<file path="config.mk">
export PLATFORM = sky130hd
export DESIGN_NAME = adc_frame_packer_flat
export DESIGN_NICKNAME = d
export VERILOG_FILES = /design/src/rtl/adc_frame_packer_if.sv /design/src/rtl/adc_frame_packer.sv /design/src/flat_wrapper.sv
export SDC_FILE = /design/constraint.sdc
export NUM_CORES = 1
export LEC_CHECK = 0
export BUFFER_PORTS_ARGS = -buffer_cell sky130_fd_sc_hd__buf_4
export CORE_MARGIN = 2
export CORE_UTILIZATION = 35
export DETAILED_ROUTE_END_ITERATION = 12
export SLEW_MARGIN = 20
export SYNTH_ARGS = -nofsm -noshare
export SYNTH_HDL_FRONTEND = slang
export SYNTH_SLANG_ARGS = --single-unit
export TNS_END_PERCENT = 30
</file>
<file path="constraint.sdc">
create_clock -name clk -period 8.1 [get_ports clk]
set_input_delay 1.62 -clock clk [delete_from_list [all_inputs] [get_ports clk]]
set_output_delay 1.62 -clock clk [all_outputs]
set_load 0.05 [all_outputs]
</file>
<file path="src/rtl/adc_frame_packer_if.sv">
// Beat stream from the ADC frame packer toward the packet builder.
// The packer drives the master side and the consumer drives the slave side.
interface adc_frame_packer_if #(
  parameter int OUT_W = 32
);
  logic [OUT_W-1:0] out_data;
  logic             out_valid;
  logic             out_ready;
  logic             out_first;

  modport master (output out_data, output out_valid, output out_first, input out_ready);
  modport slave  (input out_data, input out_valid, input out_first, output out_ready);
endinterface

</file>
<file path="src/rtl/adc_frame_packer.sv">
// Captures decimated frames of NCH DDR ADC words into a DEPTH-frame buffer
// and serialises each buffered frame into OUT_W-bit beats on a valid/ready stream.
module adc_frame_packer #(
  parameter int NCH   = 4,
  parameter int OUT_W = 32,
  parameter int DEPTH = 8,
  parameter int CNT_W = 16
) (
  input  logic                     clk,
  input  logic                     reset,
  input  logic [NCH*16-1:0]        adc_data,
  input  logic                     enable,
  input  logic                     swap_edges,
  input  logic [7:0]               decim,
  adc_frame_packer_if.master       out,
  output logic [$clog2(DEPTH):0]   level,
  output logic [CNT_W-1:0]         overflow_count
);

  localparam int FW  = NCH * 16;
  localparam int BPF = FW / OUT_W;
  localparam int BW  = (BPF > 1) ? $clog2(BPF) : 1;
  localparam int PW  = $clog2(DEPTH);
  localparam int LW  = PW + 1;

  logic [7:0]    dc;
  logic [FW-1:0] mem [DEPTH];
  logic [PW-1:0] wr_ptr;
  logic [PW-1:0] rd_ptr;
  logic [BW-1:0] beat;
  logic [FW-1:0] frame_in;
  logic [FW-1:0] frame_out;
  logic          tick;
  logic          full;
  logic          push;
  logic          drop;
  logic          valid;
  logic          xfer;
  logic          last_beat;
  logic          pop;

  always_comb begin
    frame_in = '0;
    for (int k = 0; k < NCH; k++) begin
      frame_in[k*16+:16] = swap_edges ? {adc_data[k*16+:8], adc_data[k*16+8+:8]}
                                      : adc_data[k*16+:16];
    end
  end

  // Fullness uses the registered level, so a same-cycle pop never frees a slot for the tick.
  assign tick      = enable && (dc == 8'd0);
  assign full      = (level == LW'(DEPTH));
  assign push      = tick && !full;
  assign drop      = tick && full;
  assign valid     = (level != '0);
  assign xfer      = valid && out.out_ready;
  assign last_beat = (beat == BW'(BPF - 1));
  assign pop       = xfer && last_beat;

  assign frame_out     = mem[rd_ptr];
  assign out.out_valid = valid;
  assign out.out_first = valid && (beat == '0);
  assign out.out_data  = valid ? frame_out[beat*OUT_W+:OUT_W] : '0;

  always_ff @(posedge clk) begin
    if (push) begin
      mem[wr_ptr] <= frame_in;
    end
  end

  // Lowering decim below dc lets dc run on and wrap naturally at 255.
  always_ff @(posedge clk) begin
    if (reset) begin
      dc <= '0;
    end else if (!enable) begin
      dc <= '0;
    end else if (dc == decim) begin
      dc <= '0;
    end else begin
      dc <= dc + 8'd1;
    end
  end

  always_ff @(posedge clk) begin
    if (reset) begin
      wr_ptr         <= '0;
      rd_ptr         <= '0;
      beat           <= '0;
      level          <= '0;
      overflow_count <= '0;
    end else begin
      if (push) begin
        wr_ptr <= wr_ptr + 1'b1;
      end
      if (xfer) begin
        if (last_beat) begin
          beat   <= '0;
          rd_ptr <= rd_ptr + 1'b1;
        end else begin
          beat <= beat + 1'b1;
        end
      end
      if (push && !pop) begin
        level <= level + 1'b1;
      end else if (pop && !push) begin
        level <= level - 1'b1;
      end
      if (drop && (overflow_count != {CNT_W{1'b1}})) begin
        overflow_count <= overflow_count + 1'b1;
      end
    end
  end

endmodule

</file>
<file path="src/flat_wrapper.sv">
// flat-port wrapper written by rule: the top's interface ports become plain ports
module adc_frame_packer_flat 
#(
  parameter int NCH   = 4,
  parameter int OUT_W = 32,
  parameter int DEPTH = 8,
  parameter int CNT_W = 16
)
  (clk, reset, adc_data, enable, swap_edges, decim, level, overflow_count, out_out_data, out_out_valid, out_out_first, out_out_ready);
  adc_frame_packer_if #(.OUT_W(OUT_W)) out_i ();
  input  logic clk;
  input  logic reset;
  input  logic [NCH*16-1:0] adc_data;
  input  logic enable;
  input  logic swap_edges;
  input  logic [7:0] decim;
  output logic [$clog2(DEPTH):0] level;
  output logic [CNT_W-1:0] overflow_count;
  output wire logic [$bits(out_i.out_data)-1:0] out_out_data;
  output wire logic [$bits(out_i.out_valid)-1:0] out_out_valid;
  output wire logic [$bits(out_i.out_first)-1:0] out_out_first;
  input wire logic [$bits(out_i.out_ready)-1:0] out_out_ready;
  assign out_out_data = out_i.out_data;
  assign out_out_valid = out_i.out_valid;
  assign out_out_first = out_i.out_first;
  assign out_i.out_ready = out_out_ready;
  adc_frame_packer #(.NCH(NCH), .OUT_W(OUT_W), .DEPTH(DEPTH), .CNT_W(CNT_W)) u_core (.clk(clk), .reset(reset), .adc_data(adc_data), .enable(enable), .swap_edges(swap_edges), .decim(decim), .out(out_i), .level(level), .overflow_count(overflow_count));
endmodule
</file>
==> flow_summary.ini, run 1 <==
[outcome]
status = finished, final reports clean

[route]
first_iter_violations = 681
drc_errors = 0
dr.pass1.iters = 5
ant_nets = 0
wl_per_cell_um = 22.8
postRouteWirelength_um = 48500
post_drt_via_cell_ratio = 5.19
vias = 11034

[cts]
cts-root-buf = clkbuf_16
cts_sinks = 550
clkLatencyLatePin_ps = 610
cts_resized = 0
clk_pin_slew_ps = 60
cts_made_buffers = 56
htreeDepth = 2
clk_path_buf_depth = 3
cts_tree = done
postCtsSetupBuffers = 0
hold_buffers = 0

[power]
internal-power_uw = 5180
power_leakage_uw = 0.00810
seqPwrFrac_pct = 45.4
total_power_uw = 7320
ir_drop_mv = 0.288
pwr-share-comb_pct = 20.9
p_sw_share_pct = 29.3
powerDensity_mw_per_mm2 = 282
power_switching_uw = 2150
clkPwrFrac_pct = 33.6

[floorplanning]
die-width_um = 256
std_cell_rows = 92
coreArea_mm2 = 0.0629
die_h_um = 256
die_area_mm2 = 0.0654
num_io_pins = 131
initial_core_util_pct = 35.3

[finish]
drive_gt1_share_pct = 35.2
fillers = 5606
fin_nets = 1322
synthToLayoutAreaGrowth_pct = 16.9
antennaDiodeCount = 0

[synth]
syn_nets = 1171
post_synth_num_cell_types = 51
synth_seq_cells = 550
syn_inst = 1085
ys_seq_area_share_pct = 72.7
synth_ff_type = edfxtp_1
syn_area_per_cell_um2 = 20.4
ys_async_sr_fraction_pct = 0
synth_top_cell_by_area = edfxtp_1
synth_top_area_share_pct = 69.3
synthTopCellsByArea = edfxtp_1 (69%), mux4_2 (13%), mux2_2 (3.7%), dfxtp_1 (3.4%), mux2i_1 (3.2%)
synth_edf_count = 512
synth_area_mm2 = 0.0222
yosysWarnings = 0

[worst_setup_path]
cpPeakStageDelay_ps = 940
cp.required_ps = 6480
cp_num_cells = 5
crit_top_cell = buf_4
critPathLaunchType = flop
crit_family = buffers and inverters
crit_buf_inv = 2
slowest_stage = dfxtp_4
worst_setup_path_end_kind = output pin
cp_cell_sequence = buf_4 -> mux4_2 -> mux2i_1 -> o22ai_1 -> buf_4
arrival_ps = 3410
worstSetupPathType = flop to output pin
cp_max_fo = 56
reg2regPathDepth = 10

[placement]
dp_slack_ps = 3570
dp_hpwl_um = 27100
io_buffers = 130
globalplace.congestion = 0.748

[timing]
rsz0062_at_grt = no
hold_violations = 0
clock_skew_ps = 45.7
tns_ps = 0
holdWs_ps = 502
fmax_ghz = 0.199
relSlewSlack_pct = 29.0
min_period_ps = 5030
setup_viol = 0
layout_setup_ws_ps = 3070
finalMaxSlewViolations = 0
finalCritPeriodShare_pct = 62.0
worstMarginPinSlew_ps = 1060

[global_routing]
grt_max_degree = 65
grt_usage_pct = 14.7
grt_first_pass_wirelength_um = 72800
grt_pass1_vias = 11620
antenna_found_initial = 1
gr-total-overflow = 0

[worst_hold_path]
hold_depth = 2
hold_class = flop to flop

[job]
maxCapViolCount = 0
==> metrics by stage <==
step	cells	instance area (um2)	utilization, %
after detailed placement	2024	24200	38.5
final	2127	25900	41.3
after CTS	2127	25900	41.3
after global placement	2024	24200	38.5
after floorplan	1085	22200	-
after global routing	2127	25900	41.3
==> layout make-up <==
class	instances	area, um2	share of cell area, %
Clock buffer	70	1450	5.60
Clock inverter	33	297	1.14
Inverter	10	37.5	0.145
Multi-Input combinational cell	467	5800	22.4
Sequential cell	550	16100	62.2
Tap cell	846	1060	4.08
Timing Repair Buffer	151	1150	4.43
==> registers in the layout, summed over array words and instances, names as in the netlist, named ones only <==
| signal | flops |
|---|---|
| u_core.mem | 512 |
| u_core.wr_ptr | 3 |
| u_core.overflow_count | 16 |
| u_core.beat | 1 |
| u_core.rd_ptr | 3 |
| u_core.dc | 8 |
| u_core.level | 4 |
==> path summary, 6_finish.rpt <==
kind                            startpoint  slack [ps]                       end
setup / recovery                      flop        3070           out_out_data[0]
hold / removal    u_core.overflow_count[6]         500  u_core.overflow_count[6]
setup reg to reg              u_core.dc[2]        4960           u_core.level[3]
hold reg to reg   u_core.overflow_count[6]         500  u_core.overflow_count[6]
==> power by group through the flow <==
stage / logic (uW) / registers, uW / clock network (uW)
after detailed placement: 1560 / 3390 / 0
after CTS: 1560 / 3330 / 2540
final: 1530 / 3330 / 2460
after global placement: 1550 / 3380 / 0
after global routing: 1630 / 3340 / 2650
after floorplan: 1040 / 3400 / 0
==> cell usage after synthesis, types with 10 or more instances <==
| cell type | number |
|---|---|
| buf_2 | 23 |
| clkbuf_1 | 21 |
| dfxtp_1 | 38 |
| edfxtp_1 | 512 |
| inv_1 | 10 |
| mux2_2 | 73 |
| mux2i_1 | 70 |
| mux4_2 | 128 |
| nand2_1 | 14 |
| nand4_1 | 10 |
| nor2_1 | 37 |
| nor2b_1 | 11 |
| o22ai_1 | 32 |
| xnor2_1 | 12 |
==> per-layer routing <==
layer	global-route usage (%)	up-vias	wire [um]
li1	-	4797	-
met1	19.8	5884	20800
met2	24.6	291	24200
met3	2.62	60	2490
met4	4.24	2	1060
met5	0	-	10
==> kinds of logic (layout without fill, tap and decap cells) <==
logic type                 count (synthesis)  after routing  share of synthesized area [%]
DFF                                      550            550                           72.7
muxes                                    273            273                           20.0
and+or+nand+nor                          111            111                           2.80
buffers and inverters                     68            264                           1.40
AOI/OAI and AO/OA                         53             53                           1.73
adders and majority gates                  9              9                          0.542
xor gates and xnor gates                  21             21                          0.829
==> tightest hold or removal path, cell delays in order (launching register included) <==
cell,delay (ps)
dfxtp_1,320
inv_1,70
a211oi_1,60
==> layout by cell type, fill, tap and decap left out, drive strengths merged, types with 7 or more instances in the layout <==
| cell | instances |
|---|---|
| xnor2 | 12 |
| nor2 | 37 |
| clkbuf | 70 |
| ha | 8 |
| nor2b | 11 |
| inv | 13 |
| mux4 | 128 |
| mux2i | 70 |
| nor3 | 7 |
| o22ai | 32 |
| nand4 | 10 |
| xor2 | 9 |
| nand2 | 14 |
| mux2 | 75 |
| edfxtp | 512 |
| buf | 151 |
| nand3 | 10 |
| dfxtp | 38 |
| clkinv | 25 |
Power figures use the tool's default switching activity.
==> run 2: changes to the inputs <==
Settings changed: ABC_AREA set to 1.
Clock period 8.1 ns to 4.8 ns, I/O delays scaled along.
==> flow_summary.ini, run 2 <==
[floorplanning]
die-width_um = 261
std_cell_rows = 94
initial_core_util_pct = 35.3
coreArea_mm2 = 0.0655
die_h_um = 261
die_area_mm2 = 0.0681
num_io_pins = 131

[synth]
yosysWarnings = 0
yosysMostFrequentCell = nand2_1
synth_seq_cells = 550
syn_inst = 2082
synth_ff_type = edfxtp_1
synth_top_area_share_pct = 66.5
syn_area_per_cell_um2 = 11.1
syn_nets = 2168
ys_seq_area_share_pct = 69.8
ys_async_sr_fraction_pct = 0
synth_area_mm2 = 0.0231
synthTopCellsByArea = edfxtp_1 (67%), nand2_1 (8.6%), nand3_1 (6.1%), nor2_1 (3.6%), dfxtp_1 (3.3%)
synth_top_cell_by_area = edfxtp_1
synth_edf_count = 512
post_synth_num_cell_types = 27
ys_top_cells_by_count = nand2_1 (530), edfxtp_1 (512), nand3_1 (280), nor2_1 (222), o21ai_0 (107)

[power]
power_leakage_uw = 0.00950
power_switching_uw = 4230
clkPwrFrac_pct = 32.4
pwr-share-comb_pct = 24.3
p_sw_share_pct = 32.7
internal-power_uw = 8710
seqPwrFrac_pct = 43.3
powerDensity_mw_per_mm2 = 484
ir_drop_mv = 0.256

[timing]
clock_skew_ps = 26.4
worstMarginPinSlew_ps = 1260
min_period_ps = 4200
finalCritPeriodShare_pct = 87.5
finalMaxSlewViolations = 0
hold_violations = 0
rsz0062_at_grt = no
relSlewSlack_pct = 15.1
fmax_ghz = 0.238
setup_viol = 0

[cts]
cts_resized = 0
cts_sinks = 550
cts_made_buffers = 56
clkLatencyLatePin_ps = 620
cts_tree = done
cts-root-buf = clkbuf_16
htreeDepth = 2
clk_path_buf_depth = 3
postCtsSetupBuffers = 0
clk_pin_slew_ps = 60
hold_buffers = 0

[finish]
fin_nets = 2265
stdcell_count = 3085
drive_gt1_share_pct = 12.2
largest_reg_flops = 512
postLayoutCoreUtil_pct = 40.8
synthToLayoutAreaGrowth_pct = 15.8
final_cell_mix = nand2_1 (530), edfxtp_1 (512), nand3_1 (280)
reg_top3 = u_core.mem x512, u_core.overflow_count x16, u_core.dc x8
antennaDiodeCount = 0
final_common_cell = nand2_1
top_register = u_core.mem

[global_routing]
grt_usage_pct = 17.0
grt_max_degree = 138
grt_first_pass_wirelength_um = 88400
gr-total-overflow = 0
antenna_found_initial = 2
grt_pass1_vias = 14736

[job]
maxCapViolCount = 0

[route]
dr.pass1.iters = 5
first_iter_violations = 1327
post_drt_via_cell_ratio = 5.11
drc_errors = 0
postRouteWirelength_um = 58900
ant_nets = 0
vias = 15759
wl_per_cell_um = 19.1

[placement]
dp.cells = 2985
dp_hpwl_um = 32800
globalplace.congestion = 0.781
io_buffers = 130

[worst_setup_path]
cp_max_fo = 88
worst_setup_path_end_kind = output pin
critPathLaunchType = flop
worstSetupPathType = flop to output pin
arrival_ps = 3240
cp.required_ps = 3840

[outcome]
status = finished, final reports clean

[worst_hold_path]
hold_class = flop to flop
run 2: cell count changes after synthesis, sizes merged, moves of 75 or more:
cell | previous run | this run
nor2 | 37 | 226
o21ai | 1 | 139
mux2 | 75 | 0
nand3 | 10 | 280
nand2 | 14 | 530
mux4 | 128 | 0
run 2: metrics by stage:
step	cell area, um2	total power [uW]	hold slack [ps]	setup WS, ps	TNS (ps)
2_1_floorplan	23100	7740	430	-1680	-107650
3_3_place_gp	25000	8810	440	1220	0
3_5_place_dp	25000	8850	454	1220	0
4_1_cts	26700	13000	465	559	0
5_1_grt	26700	13500	498	377	0
6_report	26700	12900	462	599	0
run 2: final timing paths:
check                        start                 to  depth (start not counted)  slack [ps]
setup reg to reg      u_core.dc[0]  u_core.mem[1][50]                          9        1880
hold / removal    u_core.rd_ptr[2]               flop                          2         460
hold reg to reg   u_core.rd_ptr[2]               flop                          2         460
setup / recovery              flop   out_out_data[23]                          9         600
run 2: critical path: stages, from the launching register on:
cell and delay [ps]:
dfxtp_4 520, inv_6 570, buf_12 420, nand2_1 90
nand3_1 90, nand3_1 90, nand2_1 110, nand2_1 60
a21oi_1 370, buf_4 280
run 2: power groups by stage:
stage,Combinational [uW],Clock [uW],Sequential (uW)
2_1_floorplan,2030,0,5710
3_3_place_gp,3120,0,5700
3_5_place_dp,3140,0,5700
4_1_cts,3160,4270,5600
5_1_grt,3400,4470,5620
6_report,3140,4190,5600
run 2: area by class of cell:
type / instances / area [um2]
clock buffers: 62 / 1420
flip-flops and latches: 550 / 16100
clock inverters: 38 / 340
repair buffers: 161 / 1350
well taps: 864 / 1080
multi-input cells: 1343 / 6150
fillers: 6123 / 38800
inverters: 67 / 256
run 2: cell families (layout without fill, tap and decap cells):
kind of cell    after synthesis  count (layout)  share of synthesized area, %
fa+ha+maj                     9               9                         0.520
xor+xnor                     20              20                         0.758
compound gates              264             264                          6.34
buf+inv                     189             328                          3.80
simple gates               1050            1050                          18.8
flops                       550             550                          69.8
run 2: metal layers:
layer / wire, um / global-route usage, %
met1: 26900 / 24.3
met2: 27400 / 27.0
met3: 3470 / 2.79
met4: 1150 / 4.19
met5: 11 / 0
==> run 3: changes to the inputs <==
Clock period 4.8 ns to 3.7 ns, I/O delays scaled along.
==> flow_summary.ini, run 3 (synthesis gave the netlist of run 2 again) <==
[finish]
drive_gt1_share_pct = 14.5
largest_reg_flops = 512
multi_input_area_mm2 = 0.00617
fin_nets = 2302
reg_top3 = u_core.mem x512, u_core.overflow_count x16, u_core.dc x8
register_area_mm2 = 0.0161
fin_area_mm2 = 0.0275
final_cell_mix = nand2_1 (530), edfxtp_1 (512), nand3_1 (280)
top_register = u_core.mem
final_common_cell = nand2_1
fillers = 6067
synthToLayoutAreaGrowth_pct = 18.9

[worst_setup_path]
arrival_ps = 2810
rr_startpoint = u_core.dc[0]
cp_max_fo = 31
worst_setup_path_end_kind = output pin
reg2regPathDepth = 9
cp.required_ps = 2960
reg2reg_setup_slack_ps = 880
critPathLaunchType = flop
worstSetupPathType = flop to output pin
worstReg2RegEnd = u_core.mem[5][20]

[power]
ir_drop_mv = 0.371
powerDensity_mw_per_mm2 = 640
power_leakage_uw = 0.00988
total_power_uw = 17600

[timing]
fmax_ghz = 0.282
setup_viol = 0
clock_skew_ps = 46.5
hold_violations = 0
finalCritPeriodShare_pct = 96.0
min_period_ps = 3550
finalMaxSlewViolations = 0
worstMarginPinSlew_ps = 1170
rsz0062_at_grt = yes
relSlewSlack_pct = 22.2

[global_routing]
grt.met2_usage_pct = 28.1
grt_first_pass_wirelength_um = 91600
met1_usage_pct = 24.8
grt_usage_pct = 17.6
grt-busiest-layer = met2
use_met3_pct = 3.44
gr-total-overflow = 0
grt_pass1_vias = 15480
antenna_found_initial = 4
grt_max_degree = 83

[route]
wl_per_cell_um = 19.2
first_iter_violations = 1450
postRouteWirelength_um = 60300
drc_errors = 0
post_drt_via_cell_ratio = 5.06
vias = 15834
dr.pass1.iters = 5
ant_nets = 0

[floorplanning]
initial_core_util_pct = 35.3
coreArea_mm2 = 0.0655
num_io_pins = 131
die-width_um = 261
die_h_um = 261
die_area_mm2 = 0.0681
std_cell_rows = 94

[placement]
dp_hpwl_um = 36400
io_buffers = 130
place_area_mm2 = 0.0254
globalplace.congestion = 0.772

[cts]
clk_path_buf_depth = 3
clkLatencyLatePin_ps = 630
cts-root-buf = clkbuf_16
cts_tree = done
cts_sinks = 550
clk_pin_slew_ps = 60
htreeDepth = 2
hold_buffers = 0
cts_made_buffers = 58

[worst_hold_path]
hold_depth = 2
hold_class = flop to flop
min_from = u_core.rd_ptr[2]

[job]
maxCapViolCount = 0

[outcome]
status = finished, final reports clean
-- run 3: cell types whose count changed in the layout (fill, tap and decap cells not counted), moves of 2 or more --
cell and delta:
clkinvlp_4 -2, buf_12 +12, a21oi_1 -4, a21oi_2 +4, buf_4 +22, o21ai_1 -4
clkbuf_16 +3, bufinv_16 +5, clkinv_1 -8, clkbuf_8 +2, o21ai_0 +4, clkinv_2 +8
-- run 3: worst max-delay path by stage --
| stage | cells past startpoint | to | slack [ps] |
|---|---|---|---|
| floorplan | 6 | u_core.mem[0][0] | -850 |
| global placement | 8 | out_out_data[1] | 590 |
| detailed placement | 8 | u_core.mem[4][38] | 590 |
| CTS | 8 | out_out_data[29] | 40 |
| global route | 8 | out_out_data[1] | -20 |
| finish | 8 | out_out_data[11] | 150 |
-- run 3: timing repair --
| item | 4_1_cts | 5_1_grt |
|---|---|---|
| gates resized for setup | 1 | 3 |
| buffers inserted | 1 | 0 |
| endpoints found under the setup margin | 5 | 4 |
-- run 3: worst max-delay path, cell delays in order (launching register included) --
cell and delay, ps:
dfxtp_4 630, inv_2 280, buf_12 250, nand3_1 110
nand3_1 90, nand2_1 80, nand2_1 50, a21oi_1 380
buf_4 300
-- run 3: layout make-up --
cell class | instances | share of cell area, %
antenna | 1 | 0.00911
sequential | 550 | 58.8
tap | 864 | 3.94
clock inverter | 43 | 1.83
clock buffer | 67 | 5.56
inverter | 67 | 0.934
timing repair buffer | 196 | 6.48
multi-input combinational | 1343 | 22.5
-- run 3: metrics by stage --
step | setup WS, ps | TNS, ps | util [%] | hold slack [ps] | cells
floorplan | -847 | -400460 | - | 430 | 2082
global placement | 595 | 0 | 38.8 | 441 | 3019
detailed placement | 589 | 0 | 38.8 | 455 | 3019
CTS | 39.1 | 0 | 41.9 | 441 | 3130
global route | -18.0 | -18.0 | 41.9 | 452 | 3130
finish | 148 | 0 | 41.9 | 462 | 3131
-- run 3: metal layers --
metal	part of all wire, %	vias up
met4	1.7	0
met5	0	-
li1	-	7540
met1	44	7672
met2	46	543
met3	7.8	79
-- run 3: power by group --
part	total, uW	leakage (uW)	internal [uW]	switching [uW]
sequential	7260	0.00494	7130	135
combinational	4190	0.00394	1130	3060
clock	6130	0.00100	3660	2470
total	17600	0.00988	11900	5660
